--- src/rtl/tiaozhi_am.sv ---
// AM modulator: a DDS carrier scaled by a (1 + m*x) envelope. The baseband input is
// zero-order held, and the product passes through a three-stage output pipeline.
module tiaozhi_am #(
  parameter int UPSAMPLE = 16
) (
  input  logic               clk_in,
  input  logic               rst,
  input  logic               en,
  input  logic [23:0]        fcw,
  input  logic [7:0]         mod_idx,
  input  logic signed [15:0] s_data,
  input  logic               s_valid,
  output logic               s_ready,
  input  logic               underrun_clr,
  output logic signed [15:0] mod_out,
  output logic signed [7:0]  carrier_out,
  output logic               out_valid,
  output logic               underrun
);

  localparam int CW = (UPSAMPLE > 1) ? $clog2(UPSAMPLE) : 1;
  localparam logic [CW-1:0] CNT_LAST = CW'(UPSAMPLE - 1);

  // First quadrant of round(127*sin(2*pi*k/256)), k = 0..64; other quadrants mirror/negate it
  localparam logic [6:0] QSIN [0:64] = '{
    7'd0,   7'd3,   7'd6,   7'd9,   7'd12,  7'd16,  7'd19,  7'd22,
    7'd25,  7'd28,  7'd31,  7'd34,  7'd37,  7'd40,  7'd43,  7'd46,
    7'd49,  7'd51,  7'd54,  7'd57,  7'd60,  7'd63,  7'd65,  7'd68,
    7'd71,  7'd73,  7'd76,  7'd78,  7'd81,  7'd83,  7'd85,  7'd88,
    7'd90,  7'd92,  7'd94,  7'd96,  7'd98,  7'd100, 7'd102, 7'd104,
    7'd106, 7'd107, 7'd109, 7'd111, 7'd112, 7'd113, 7'd115, 7'd116,
    7'd117, 7'd118, 7'd120, 7'd121, 7'd122, 7'd122, 7'd123, 7'd124,
    7'd125, 7'd125, 7'd126, 7'd126, 7'd126, 7'd127, 7'd127, 7'd127,
    7'd127
  };

  logic [23:0]        acc;
  logic [CW-1:0]      cnt;
  logic signed [15:0] x_hold;
  logic [6:0]         q_idx;
  logic [6:0]         q_mag;
  logic signed [7:0]  carrier;
  logic signed [7:0]  c1;
  logic signed [24:0] p1;
  logic [15:0]        env;
  logic signed [7:0]  c2;
  logic signed [24:0] prod;
  logic signed [15:0] mod_r;
  logic signed [7:0]  c3;
  logic [2:0]         vld;

  assign s_ready = en && (cnt == CNT_LAST);

  always_ff @(posedge clk_in or negedge rst) begin
    if (!rst) begin
      acc <= '0;
      cnt <= '0;
    end else if (en) begin
      acc <= acc + fcw;
      cnt <= (cnt == CNT_LAST) ? '0 : cnt + CW'(1);
    end
  end

  // A set on the current strobe takes priority over a simultaneous clear
  always_ff @(posedge clk_in or negedge rst) begin
    if (!rst) begin
      x_hold   <= '0;
      underrun <= 1'b0;
    end else begin
      if (s_ready && s_valid)
        x_hold <= s_data;
      if (s_ready && !s_valid)
        underrun <= 1'b1;
      else if (underrun_clr)
        underrun <= 1'b0;
    end
  end

  always_comb begin
    q_idx   = acc[22] ? (7'd64 - {1'b0, acc[21:16]}) : {1'b0, acc[21:16]};
    q_mag   = QSIN[q_idx];
    carrier = acc[23] ? -$signed({1'b0, q_mag}) : $signed({1'b0, q_mag});
  end

  always_comb begin
    prod = 25'($signed({1'b0, env})) * 25'(c2);
  end

  // The pipeline runs every clock; en only travels alongside as the valid bit
  always_ff @(posedge clk_in or negedge rst) begin
    if (!rst) begin
      c1    <= '0;
      p1    <= '0;
      env   <= '0;
      c2    <= '0;
      mod_r <= '0;
      c3    <= '0;
      vld   <= '0;
    end else begin
      c1    <= carrier;
      p1    <= 25'(x_hold) * 25'($signed({1'b0, mod_idx}));
      env   <= 16'(25'sd16384 + (p1 >>> 9));
      c2    <= c1;
      mod_r <= 16'(prod >>> 7);
      c3    <= c2;
      vld   <= {vld[1:0], en};
    end
  end

  assign out_valid   = vld[2];
  assign mod_out     = vld[2] ? mod_r : '0;
  assign carrier_out = vld[2] ? c3 : '0;

endmodule
--- config.mk ---
export PLATFORM = sky130hd
export DESIGN_NAME = tiaozhi_am
export DESIGN_NICKNAME = d
export VERILOG_FILES = /design/src/rtl/tiaozhi_am.sv
export SDC_FILE = /design/constraint.sdc
export NUM_CORES = 1
export LEC_CHECK = 0
export BUFFER_PORTS_ARGS = -buffer_cell sky130_fd_sc_hd__buf_2
export CAP_MARGIN = 20
export CORE_MARGIN = 4
export CORE_UTILIZATION = 64
export CTS_CLUSTER_DIAMETER = 80
export DETAILED_ROUTE_END_ITERATION = 8
export GPL_ROUTABILITY_DRIVEN = 0
export GPL_TIMING_DRIVEN = 0
export PLACE_DENSITY = 0.83
export REMOVE_ABC_BUFFERS = 1
export SYNTH_ARGS = -nofsm -noshare
export SYNTH_HDL_FRONTEND = slang
export SYNTH_SLANG_ARGS = --single-unit
--- constraint.sdc ---
create_clock -name clk_in -period 5.7 [get_ports clk_in]
set_clock_uncertainty 0.05 [all_clocks]
set_input_delay 0.855 -clock clk_in [delete_from_list [all_inputs] [get_ports clk_in]]
set_output_delay 0.855 -clock clk_in [all_outputs]
set_load 0.005 [all_outputs]
==> key figures <==
Job
  – Number of max-cap violations: 0

Final layout
  – Area Growth Syn to Fin: 8.172%
  – Layout cells sized above 1: 0.1096
  – Utilization after layout: 0.7034
  – Non-Filler Instances: 1831
  – Antenna cells: 0
  – Final #Nets: 1905

Clocking
  – CTS tree: done
  – # clock sinks: 120
  – Root Buffer: clkbuf_16
  – Clock latency at the later pin of the worst-skew pair: 0.43 ns
  – Reg clk slew, reported paths: 0.06 ns
  – H-tree depth: 4
  – Clock Path Buffers: 2
  – Total CTS buffers: 17
  – Cts hold-fix bufs: 0

Setup path
  – CP max FO: 17
  – Crit path buffers/inverters: 2
  – Critical path class: flip-flop to flip-flop
  – Worst Setup End Kind: flip-flop
  – Most frequent CP cell: fa_1
  – Critical Path RT: 5.99 ns
  – CP delay by family, top: adder cells
  – Critical Path Stages: 16
  – Worst-case reg-to-reg path depth: 16
  – Critical Path Source Type: flip-flop
  – Critical-path top delay cell: dfrtp_1
  – R2r endpoint: mod_r[15]
  – Reg-to-Reg Start: c2[3]
  – Critical Path, Cell by Cell: and2_1, fa_1, fa_1, fa_1, inv_1, fa_1, inv_1, ha_1, a21o_1, a211oi_1, nor2_1, a211o_1, a221oi_2, o211ai_1, a31oi_1, xnor2_1
  – R2R setup slack: 0.32 ns
  – Critical Path AT: 5.68 ns
  – Slowest stage delay, CP: 0.73 ns
  – Worst Setup SP: c2[3]

Die
  – Site Rows: 54
  – I/O pin count: 80
  – DIE AREA: 0.02455 sq mm
  – Core area: 0.02176 sq mm
  – Die X: 156.7 microns
  – Die H: 156.7 microns
  – Starting Density: 0.6503

Placed design
  – I/O Buffers: 79
  – DP Wirelength: 21820 microns
  – Inst Count DP: 1797

STA
  – Worst-Margin Slew: 1.103 ns
  – Final count of hold timing violations: 0
  – Min Tclk post-route: 5.382 ns
  – Unrepaired setup endpoints after global routing: no
  – Rel. slew slack: 0.2591
  – Final Cycle Share: 0.9442
  – Number of max-slew violations in the final report: 0
  – F_max: 185.8 MHz
  – Final Setup Violations: 0
  – Final setup TNS: 0 ns

Route
  – Met3 WL: 1638 microns
  – Initial drt markers: 524
  – Final WL: 28400 microns
  – Max layer used: met4
  – Vias per cell: 5.581
  – Wire length on met1: 11860 microns
  – Pre-antenna DRT Iters: 5
  – Vias: 10219
  – Post-DRT Antenna Nets: 0
  – Residual DRC: 0
  – Post-DR wirelength/cell: 15.51 microns
  – Length of routed met2 wiring: 14250 microns

Synth
  – Post-synthesis mux area share: 0.03219
  – Share of the synthesized area in the top cell type: 0.2618
  – Synth Cell Area: 0.01415 sq mm
  – Syn avg cell area: 9.572 sq um
  – Main area contributors after synthesis: fa_1, dfrtp_1, ha_1
  – Number of synthesized flops with an enable pin: 0
  – Yosys reg bits: 120
  – Post-synthesis simple-gate area fraction: 0.1640
  – Xor/xnor share of the synthesized area: 0.04130
  – Yosys Warn Count: 0
  – Sequential share of the synthesized area: 0.2123
  – Post-synthesis compound-gate area fraction: 0.08579
  – Yosys top cell by area: fa_1
  – Synthesized instance count: 1478
  – FFs w/ async S/R, synth: 1.000
  – Largest family of logic cells by synthesized area: adder cells
  – Top FF cell, synth: dfrtp_1
  – Top-count cell post-synth: inv_1
  – Post-Synth Adder-Cell Area: 0.3759
  – Distinct cells, synth: 77
  – Post-synth top cells: inv_1, fa_1, and2_1, ha_1, nand2_1

Global routing
  – Aggregate global routing overflow: 0
  – GRT Total Usage: 0.2428
  – Number of global-route vias before repair: 10660
  – First-pass GRT wire length: 48980 microns
  – Initial antenna violation count: 0
  – Pin count of the biggest net entering global routing: 101

Min path
  – Hold Path Class: primary input to asynchronous set/reset pin

Outcome
  – Status: completed
-- worst max path at each step --
stage,to,slack (ns)
2_1_floorplan,mod_r[15],0.72
3_3_place_gp,p1[24],0.14
3_5_place_dp,mod_r[15],0.09
4_1_cts,mod_r[15],0.09
5_1_grt,mod_r[15],0.03
6_report,mod_r[15],0.32
-- cell type report --
| class | count | area [sq um] |
|---|---|---|
| well taps | 280 | 350.3 |
| multi-input cells | 1036 | 9891 |
| clock buffers | 20 | 436.7 |
| inverters | 281 | 1059 |
| clock inverters | 12 | 118.9 |
| fillers | 1595 | 6452 |
| repair buffers | 82 | 444.2 |
| flip-flops and latches | 120 | 3004 |
-- metal layers --
metal,global-route usage,vias to the layer above
met5,0,-
met4,0.07769,0
met3,0.04397,73
met2,0.4131,338
met1,0.3180,5030
li1,-,4778
-- flip-flops by register name, summed over array words and instances (netlist names), 4 cells and up --
register and flops:
cnt 4, p1 16, mod_r 16, x_hold 16, acc 24, c1 8, c2 8, env 16
c3 8
-- logic make-up (layout without fill, tap and decap cells) --
family | count (synthesis) | in the layout
mux | 39 | 39
flops | 120 | 120
buf+inv | 322 | 395
simple gates | 444 | 444
compound gates | 174 | 174
fa+ha+maj | 314 | 314
xor+xnor | 65 | 65
-- worst register-to-register path, cell delays in order, from the launching register on --
cell      delay [ns]
dfrtp_1         0.73
and2_1          0.25
fa_1            0.44
fa_1            0.49
fa_1            0.55
inv_1           0.05
fa_1            0.53
inv_1           0.04
ha_1            0.34
a21o_1          0.20
a211oi_1        0.22
nor2_1          0.08
a211o_1         0.33
a221oi_2        0.43
o211ai_1        0.20
a31oi_1         0.24
xnor2_1         0.14
-- metrics by stage --
| stage | hold WS, ns | cell area, sq um | worst slack [ns] |
|---|---|---|---|
| 6_report | 0.2168 | 15300 | 0.3182 |
| 3_3_place_gp | 0.2819 | 14690 | 0.1448 |
| 5_1_grt | 0.2235 | 15300 | 0.02715 |
| 2_1_floorplan | 0.2812 | 13950 | 0.7240 |
| 4_1_cts | 0.2145 | 15280 | 0.09118 |
| 3_5_place_dp | 0.2847 | 14730 | 0.09103 |
-- cells in the final DEF (no fill, tap or decap), types with 12 or more instances in the layout --
cell	instances
a21o_1	12
a21oi_1	40
and2_1	175
buf_2	78
clkbuf_16	17
dfrtp_1	119
fa_1	185
ha_1	129
inv_1	279
mux2_2	32
nand2_1	128
nand3_1	15
nor2_1	56
nor3_1	15
o21ai_0	33
xnor2_1	45
xor2_1	18
-- what timing repair did --
action / in CTS / in global routing
resized for setup: 0 / 2
setup endpoints to repair: 0 / 4
buffers inserted: 0 / 2
Power is left out: the tool's default activity adds up to more than one toggle a clock period on the data nets, which glitch-free logic cannot reach.
